## src/rtl/mips32_mem_arbiter.sv

```systemverilog
// mips32_mem_arbiter: single-port unified memory arbiter between fetch and load/store ports.
// Define ARB_FAIRNESS_EN to force a fetch grant after STARVE_MAX consecutive data grants.
module mips32_mem_arbiter #(
    parameter int ADDR_W     = 10,
    parameter int DATA_W     = 32,
    parameter int MEM_LAT    = 1,
    parameter int STARVE_MAX = 4
) (
    input  logic              clk,
    input  logic              rst,
    input  logic              if_req_valid,
    output logic              if_req_ready,
    input  logic [ADDR_W-1:0] if_req_addr,
    input  logic              if_flush,
    output logic              if_rsp_valid,
    output logic [DATA_W-1:0] if_rsp_data,
    input  logic              d_req_valid,
    output logic              d_req_ready,
    input  logic              d_req_we,
    input  logic [ADDR_W-1:0] d_req_addr,
    input  logic [DATA_W-1:0] d_req_wdata,
    output logic              d_rsp_valid,
    output logic [DATA_W-1:0] d_rsp_data,
    output logic              mem_en,
    output logic              mem_we,
    output logic [ADDR_W-1:0] mem_addr,
    output logic [DATA_W-1:0] mem_wdata,
    input  logic [DATA_W-1:0] mem_rdata,
    output logic              busy
);
    localparam logic [1:0] IDLE   = 2'd0;
    localparam logic [1:0] ACCESS = 2'd1;
    localparam logic [1:0] WAIT   = 2'd2;
    localparam logic [1:0] RESP   = 2'd3;
    localparam int SW = $clog2(STARVE_MAX + 1);

    logic [1:0]        state;
    logic              owner_d, lat_we, drop;
    logic [ADDR_W-1:0] lat_addr;
    logic [DATA_W-1:0] lat_wdata, cap, if_hold, d_hold;
    logic [2:0]        cnt;
    logic [SW-1:0]     starve;
    logic              idle, force_if, grant_d, grant_if, resp;

    assign idle     = state == IDLE && !rst;
    assign force_if = if_req_valid && starve >= SW'(STARVE_MAX);
    assign grant_d  = idle && d_req_valid && !force_if;
    assign grant_if = idle && if_req_valid && (!d_req_valid || force_if);

    assign d_req_ready  = grant_d;
    assign if_req_ready = grant_if;
    assign busy         = state != IDLE;
    assign mem_en       = state == ACCESS;
    assign mem_we       = mem_en && lat_we;
    assign mem_addr     = lat_addr;
    assign mem_wdata    = lat_wdata;
    assign resp         = state == RESP;
    assign d_rsp_valid  = resp && owner_d;
    assign if_rsp_valid = resp && !owner_d && !drop && !if_flush;
    // Response data is only exposed on a pulse; otherwise the last delivered value is held.
    assign if_rsp_data  = if_rsp_valid ? cap : if_hold;
    assign d_rsp_data   = d_rsp_valid ? cap : d_hold;

    always_ff @(posedge clk or posedge rst) begin
        if (rst) begin
            state     <= IDLE;
            owner_d   <= 1'b0;
            lat_we    <= 1'b0;
            lat_addr  <= '0;
            lat_wdata <= '0;
            cnt       <= '0;
            cap       <= '0;
            drop      <= 1'b0;
            if_hold   <= '0;
            d_hold    <= '0;
        end else begin
            if (if_rsp_valid) if_hold <= cap;
            if (d_rsp_valid) d_hold <= cap;
            if (if_flush && state != IDLE && !owner_d) drop <= 1'b1;
            case (state)
                IDLE: if (grant_d || grant_if) begin
                    state     <= ACCESS;
                    owner_d   <= grant_d;
                    lat_we    <= grant_d && d_req_we;
                    lat_addr  <= grant_d ? d_req_addr : if_req_addr;
                    lat_wdata <= grant_d ? d_req_wdata : '0;
                end
                ACCESS: begin
                    cnt   <= 3'(MEM_LAT - 1);
                    state <= WAIT;
                end
                WAIT: if (cnt == '0) begin
                    cap   <= lat_we ? '0 : mem_rdata;
                    state <= RESP;
                end else begin
                    cnt <= cnt - 3'd1;
                end
                default: begin
                    state <= IDLE;
                    drop  <= 1'b0;
                end
            endcase
        end
    end

`ifdef ARB_FAIRNESS_EN
    always_ff @(posedge clk or posedge rst) begin
        if (rst) starve <= '0;
        else if (!if_req_valid || grant_if) starve <= '0;
        else if (grant_d) starve <= starve + SW'(1);
    end
`else
    assign starve = '0;
`endif
endmodule

```

## config.mk

```make
export PLATFORM = sky130hd
export DESIGN_NAME = mips32_mem_arbiter
export DESIGN_NICKNAME = d
export VERILOG_FILES = /design/src/rtl/mips32_mem_arbiter.sv
export SDC_FILE = /design/constraint.sdc
export NUM_CORES = 1
export LEC_CHECK = 0
export BUFFER_PORTS_ARGS = -buffer_cell sky130_fd_sc_hd__buf_2
export CORE_MARGIN = 10
export CORE_UTILIZATION = 40
export CTS_BUF_LIST = sky130_fd_sc_hd__clkbuf_4 sky130_fd_sc_hd__clkbuf_8
export CTS_CLUSTER_SIZE = 30
export DETAILED_ROUTE_END_ITERATION = 16
export GPL_TIMING_DRIVEN = 1
export PLACE_DENSITY = 0.63
export SETUP_SLACK_MARGIN = 0.1
export SYNTH_ARGS = -nofsm -noshare
export SYNTH_HDL_FRONTEND = slang
export SYNTH_SLANG_ARGS = --single-unit
```

## constraint.sdc

```tcl
create_clock -name clk -period 5.2 [get_ports clk]
set_input_delay 0.26 -clock clk [delete_from_list [all_inputs] [get_ports clk]]
set_output_delay 0.26 -clock clk [all_outputs]
set_load 0.01 [all_outputs]
```

; Word-level counts from Yosys, hierarchy flattened
; Index checks and enable logic that the tools add are counted.
[classes]
add_sub_neg = 1
n_eq_ne = 7
muxes = 12
n_reduce_logical = 27
[op_table]
columns = operator, n
row1 = $mux 32, 4
row2 = $logic_and 1x1->1, 12
row3 = $mux 10, 1
row4 = $reduce_and 2->1, 4
row5 = $pmux 2 s3, 1
row6 = $pmux 3 s2, 1
row7 = $logic_not 1->1, 5
row8 = $eq 2x2->1 const B, 2
row9 = $mux 2, 2
row10 = $ne 2x1->1 const B, 2
row11 = $ne 2x2->1 const B, 2
row12 = $reduce_bool 2->1, 2
row13 = $logic_not 3->1, 1
row14 = $mux 3, 1
row15 = $reduce_or 3->1, 1
row16 = $sub 3x1->3 const B, 1
row17 = $eq 2x1->1 const B, 1
row18 = $logic_not 2->1, 1
row19 = $mux 1, 2
row20 = $logic_or 1x1->1, 1
[word_totals]
register_bits = 146
inputBits = 90
out_inout_bits = 113
word_cells = 57

; Logic depth before layout (Yosys ltp)
[logic_depth]
word_depth = 7
ltp_mapped = 8
mapped_depth_nobuf = 6

; Worst setup path before layout
; OpenSTA, ideal clock, no wires.
[synth_timing]
path_type = reg2reg
from = reg state[0]
to = reg lat_addr[0], in the netlist mem_addr[0]
setup_time_ps = 125
arrival_ps = 1654
required_time_ps = 5075
slack_ps = 3421
path_stages_with_launch = 8
n_path_buf = 2
synth_period_minus_slack_ps = 1779
cell_sequence = dfrtp_1 inv_1 ha_1 and3b_1 buf_6 buf_6 mux2_4 mux2_2
[synth_between]
elab_chain_cells = 6
word_cells_on_any_way = 8
cone_classes = mux (1) / reduce/logical (7)
[synth_lines]
columns = element, line_no
row1 = from (decl), 37  ; logic [1:0] state;
row2 = from (signal assigned), 66  ; state <= IDLE;
row3 = from (signal assigned), 82  ; state <= ACCESS;
row4 = from (signal assigned), 90  ; state <= WAIT;
row5 = $logic_not 2->1 *, "45, 80"
row6 = $logic_and 1x1->1, 45  ; assign idle = state == IDLE && !rst;
row7 = $logic_and 1x1->1 (2 in series), 48  ; assign grant_if = idle && if_req_valid && (!d_req_valid || force_if);
row8 = $logic_or 1x1->1, 81  ; IDLE: if (grant_d || grant_if) begin
row9 = $reduce_and 2->1 (no source line), --
row10 = to (signal assigned), 85  ; lat_addr <= grant_d ? d_req_addr : if_req_addr;
row11 = to (decl), 39  ; logic [ADDR_W-1:0] lat_addr;
; Mark *: on every way between the ends. The rest lies on a longest branch, timed or not.
; A chain may end at the register's enable or synchronous reset.

; Worst setup path after layout
[layout_timing]
from = reg state[1]
to = out if_rsp_data[27]
[layout_between]
elab_chain_cells = 5
[layout_lines]
columns = element, line_no
row1 = $eq 2x2->1, 57  ; assign resp = state == RESP;
row2 = $logic_and 1x1->1 (3 in series), 59  ; assign if_rsp_valid = resp && !owner_d && !drop && !if_flush;
row3 = $mux 32, 61  ; assign if_rsp_data = if_rsp_valid ? cap : if_hold;
row4 = to (decl), 16  ; output logic [DATA_W-1:0] if_rsp_data,
; Every way passes these cells.

==> reports/results.tsv <==
metric	value	unit
leakage dissipation	3.864	nW
unique cell type count in the Yosys netlist	28	
GRT Residual Overflow	0	
Clk Latency, worst-skew pair	0.44	ns
outcome	finished, final reports clean	
Least-Margin Pin Slew	1.066	ns
final hold violation count	0	
WL/cell	18.48	um
Synth warnings	0	
Final WS setup	2.119	ns
DP Worst Slack	2.508	ns
Fmax	324.6	MHz
Storage cell area	3654	um2
Initial DRT Pass Iterations	6	
routed vias	4004	
largest net degree at the start of global routing	98	
DR vias/cell	4.907	
critical path class	reg2out	
Max-slew headroom	28.68	%
Initial Util	41.35	%
CTS root buffer	clkbuf_8	
total setup buffers inserted after CTS	0	
CP Data Required Time	4.94	ns
endpoints failing setup	0	
Final Cycle Share	59.25	%
CTS tree	done	
clock sink count	146	
critical-path maximum fanout	21	
pwr dens	633.9	nW/um2
Clock transition at path regs	0.09	ns
reg2reg path depth	6	
syn_nets	520	
commonest non-fill, non-tap cell in the layout	buf_2	
setup TNS	0	ns
Max Slew Vio Count	0	
Yosys reg bits	146	
fin nets	720	
Die Width	140.5	um
initial antenna violation count	1	
initial DRC count	117	
GRT Resource Usage Total	15.31	%
RSZ-0062 raised after global routing	false	
Multi-input gate area	1996	um2
share of cells above drive strength 1	51.57	%
crit path DAT	2.82	ns
Top Metal Used	met5	
type of the worst min-delay path	in2async	
worst r2r src	cnt[0]	
Syn Area/Cell	13.73	um2
die area	19740	um2
buffers added on ports	202	
H-Tree Depth	4	
M1 WL	6.485	mm
reg-to-reg slack, setup	2.75	ns
antenna violation net count after detailed routing	0	
Area Growth Syn to Fin	27.41	%
Max-Cap Viols	0	
Rows	43	
global-route wire length before repair	24.31	mm
Post-Synthesis Cell Area	5807	um2
Setup Skew	0.01145	ns
DR WL met2	6.659	mm
TritonCTS Buffers	17	
part of the Yosys area used for sequential elements	62.92	%
DR DRC count	0	
fillcell total	1211	
die height	140.5	um
worst reg2reg path endpoint	cnt[0]	
met3 routed WL	1.790	mm
most frequent cells in the layout	buf_2, dfrtp_1, mux2_2	
Post-Syn Instances	423	
minimum clock period	3.081	ns
Final HPWL DP	10.99	mm
final WL	15.08	mm
Max Buffers Root-to-Sink	2	
CTS Hold Bufs	0	
ant diodes	0	
worst vdd ir	0.0003297	V
IO Count	203	
Final GP Congestion	0.7747	
Placeable Area	14040	um2
crit path launch type	register	
post-CTS sizing	0	
CP endpoint kind	output pin	
vias in the first global route	4478	
critical path, cell delays in order (launching register included):
cell and delay (ns):
dfrtp_1 0.43, ha_1 0.21, nor4b_4 0.75, buf_4 0.43
mux2_2 0.39, buf_2 0.15
cell type report:
class	instances	area share (%)
multi-input cells	243	26.97
flip-flops and latches	146	49.38
clock buffers	20	3.551
clock inverters	12	2.452
well taps	180	3.044
inverters	9	0.5243
repair buffers	206	14.07
worst max path at each step:
stage | from | endpoint | slack [ns]
CTS | state[1] | if_rsp_data[27] | 2.01
global route | state[1] | if_rsp_data[19] | 1.86
finish | state[1] | if_rsp_data[27] | 2.12
global placement | state[1] | if_rsp_data[19] | 2.56
floorplan | rst | cap[0] | 1.02
detailed placement | state[1] | if_rsp_data[27] | 2.51
per-stage QoR:
stage	utilization, %	hold WS [ns]	power, mW	std cells	instance area [um2]
6_report	52.69	0.001132	4.690	816	7398
2_1_floorplan	-	0.3997	2.998	423	5807
3_3_place_gp	49.52	0.4638	3.720	784	6954
3_5_place_dp	49.52	0.4704	3.781	784	6954
5_1_grt	52.69	0.006542	5.030	816	7398
4_1_cts	52.69	0.009254	4.778	816	7398
logic make-up (layout without fill, tap and decap cells):
kind of cell | after synthesis | in the layout | share of synthesized area, %
DFF | 146 | 146 | 62.92
buffers and inverters | 34 | 247 | 2.801
and+or+nand+nor | 75 | 75 | 6.938
adders and majority gates | 7 | 7 | 1.508
muxes | 87 | 87 | 16.98
AOI/OAI and AO/OA | 74 | 74 | 8.856
layer usage:
layer / vias to the layer above / track usage [%]
met5: - / 0
met4: 2 / 4.022
met3: 13 / 9.229
met2: 169 / 22.51
met1: 1951 / 18.53
li1: 1869 / -
flip-flops by register name, summed over array words and instances, names as in the netlist, 2 cells and up:
| signal | flops |
|---|---|
| cap | 32 |
| state | 2 |
| d_hold | 32 |
| mem_addr | 10 |
| cnt | 3 |
| mem_wdata | 32 |
| if_hold | 32 |
cells in the mapped netlist:
cell type	count	area [um2]
a21o_1	1	7.510
a21oi_1	1	5.000
a22o_1	33	289.0
a31oi_1	1	6.260
and2_1	1	6.260
and2b_1	1	7.510
and3b_1	2	17.52
buf_2	7	35.03
buf_4	3	22.52
buf_6	2	22.52
clkbuf_1	13	48.80
dfrtp_1	146	3654
ha_1	7	87.58
inv_1	9	33.78
mux2_1	1	11.26
mux2_2	83	934.7
mux2_4	2	30.03
mux2i_1	1	10.01
nand2_1	35	131.4
nand2b_1	33	206.5
nor2_1	1	3.750
nor2b_1	1	6.260
nor4b_4	1	23.77
o21ai_0	32	160.2
o21ai_1	1	5.000
o21ai_2	1	8.760
o21bai_1	2	15.01
o2bb2ai_1	2	17.52
power by group:
part	total, mW	switching (mW)	internal [mW]	leakage (nW)
clock network	0.981	0.433	0.548	0.212
logic	1.77	0.931	0.840	1.80
registers	1.94	0.289	1.65	1.86
No activity file was read; power rests on OpenSTA's default activity.
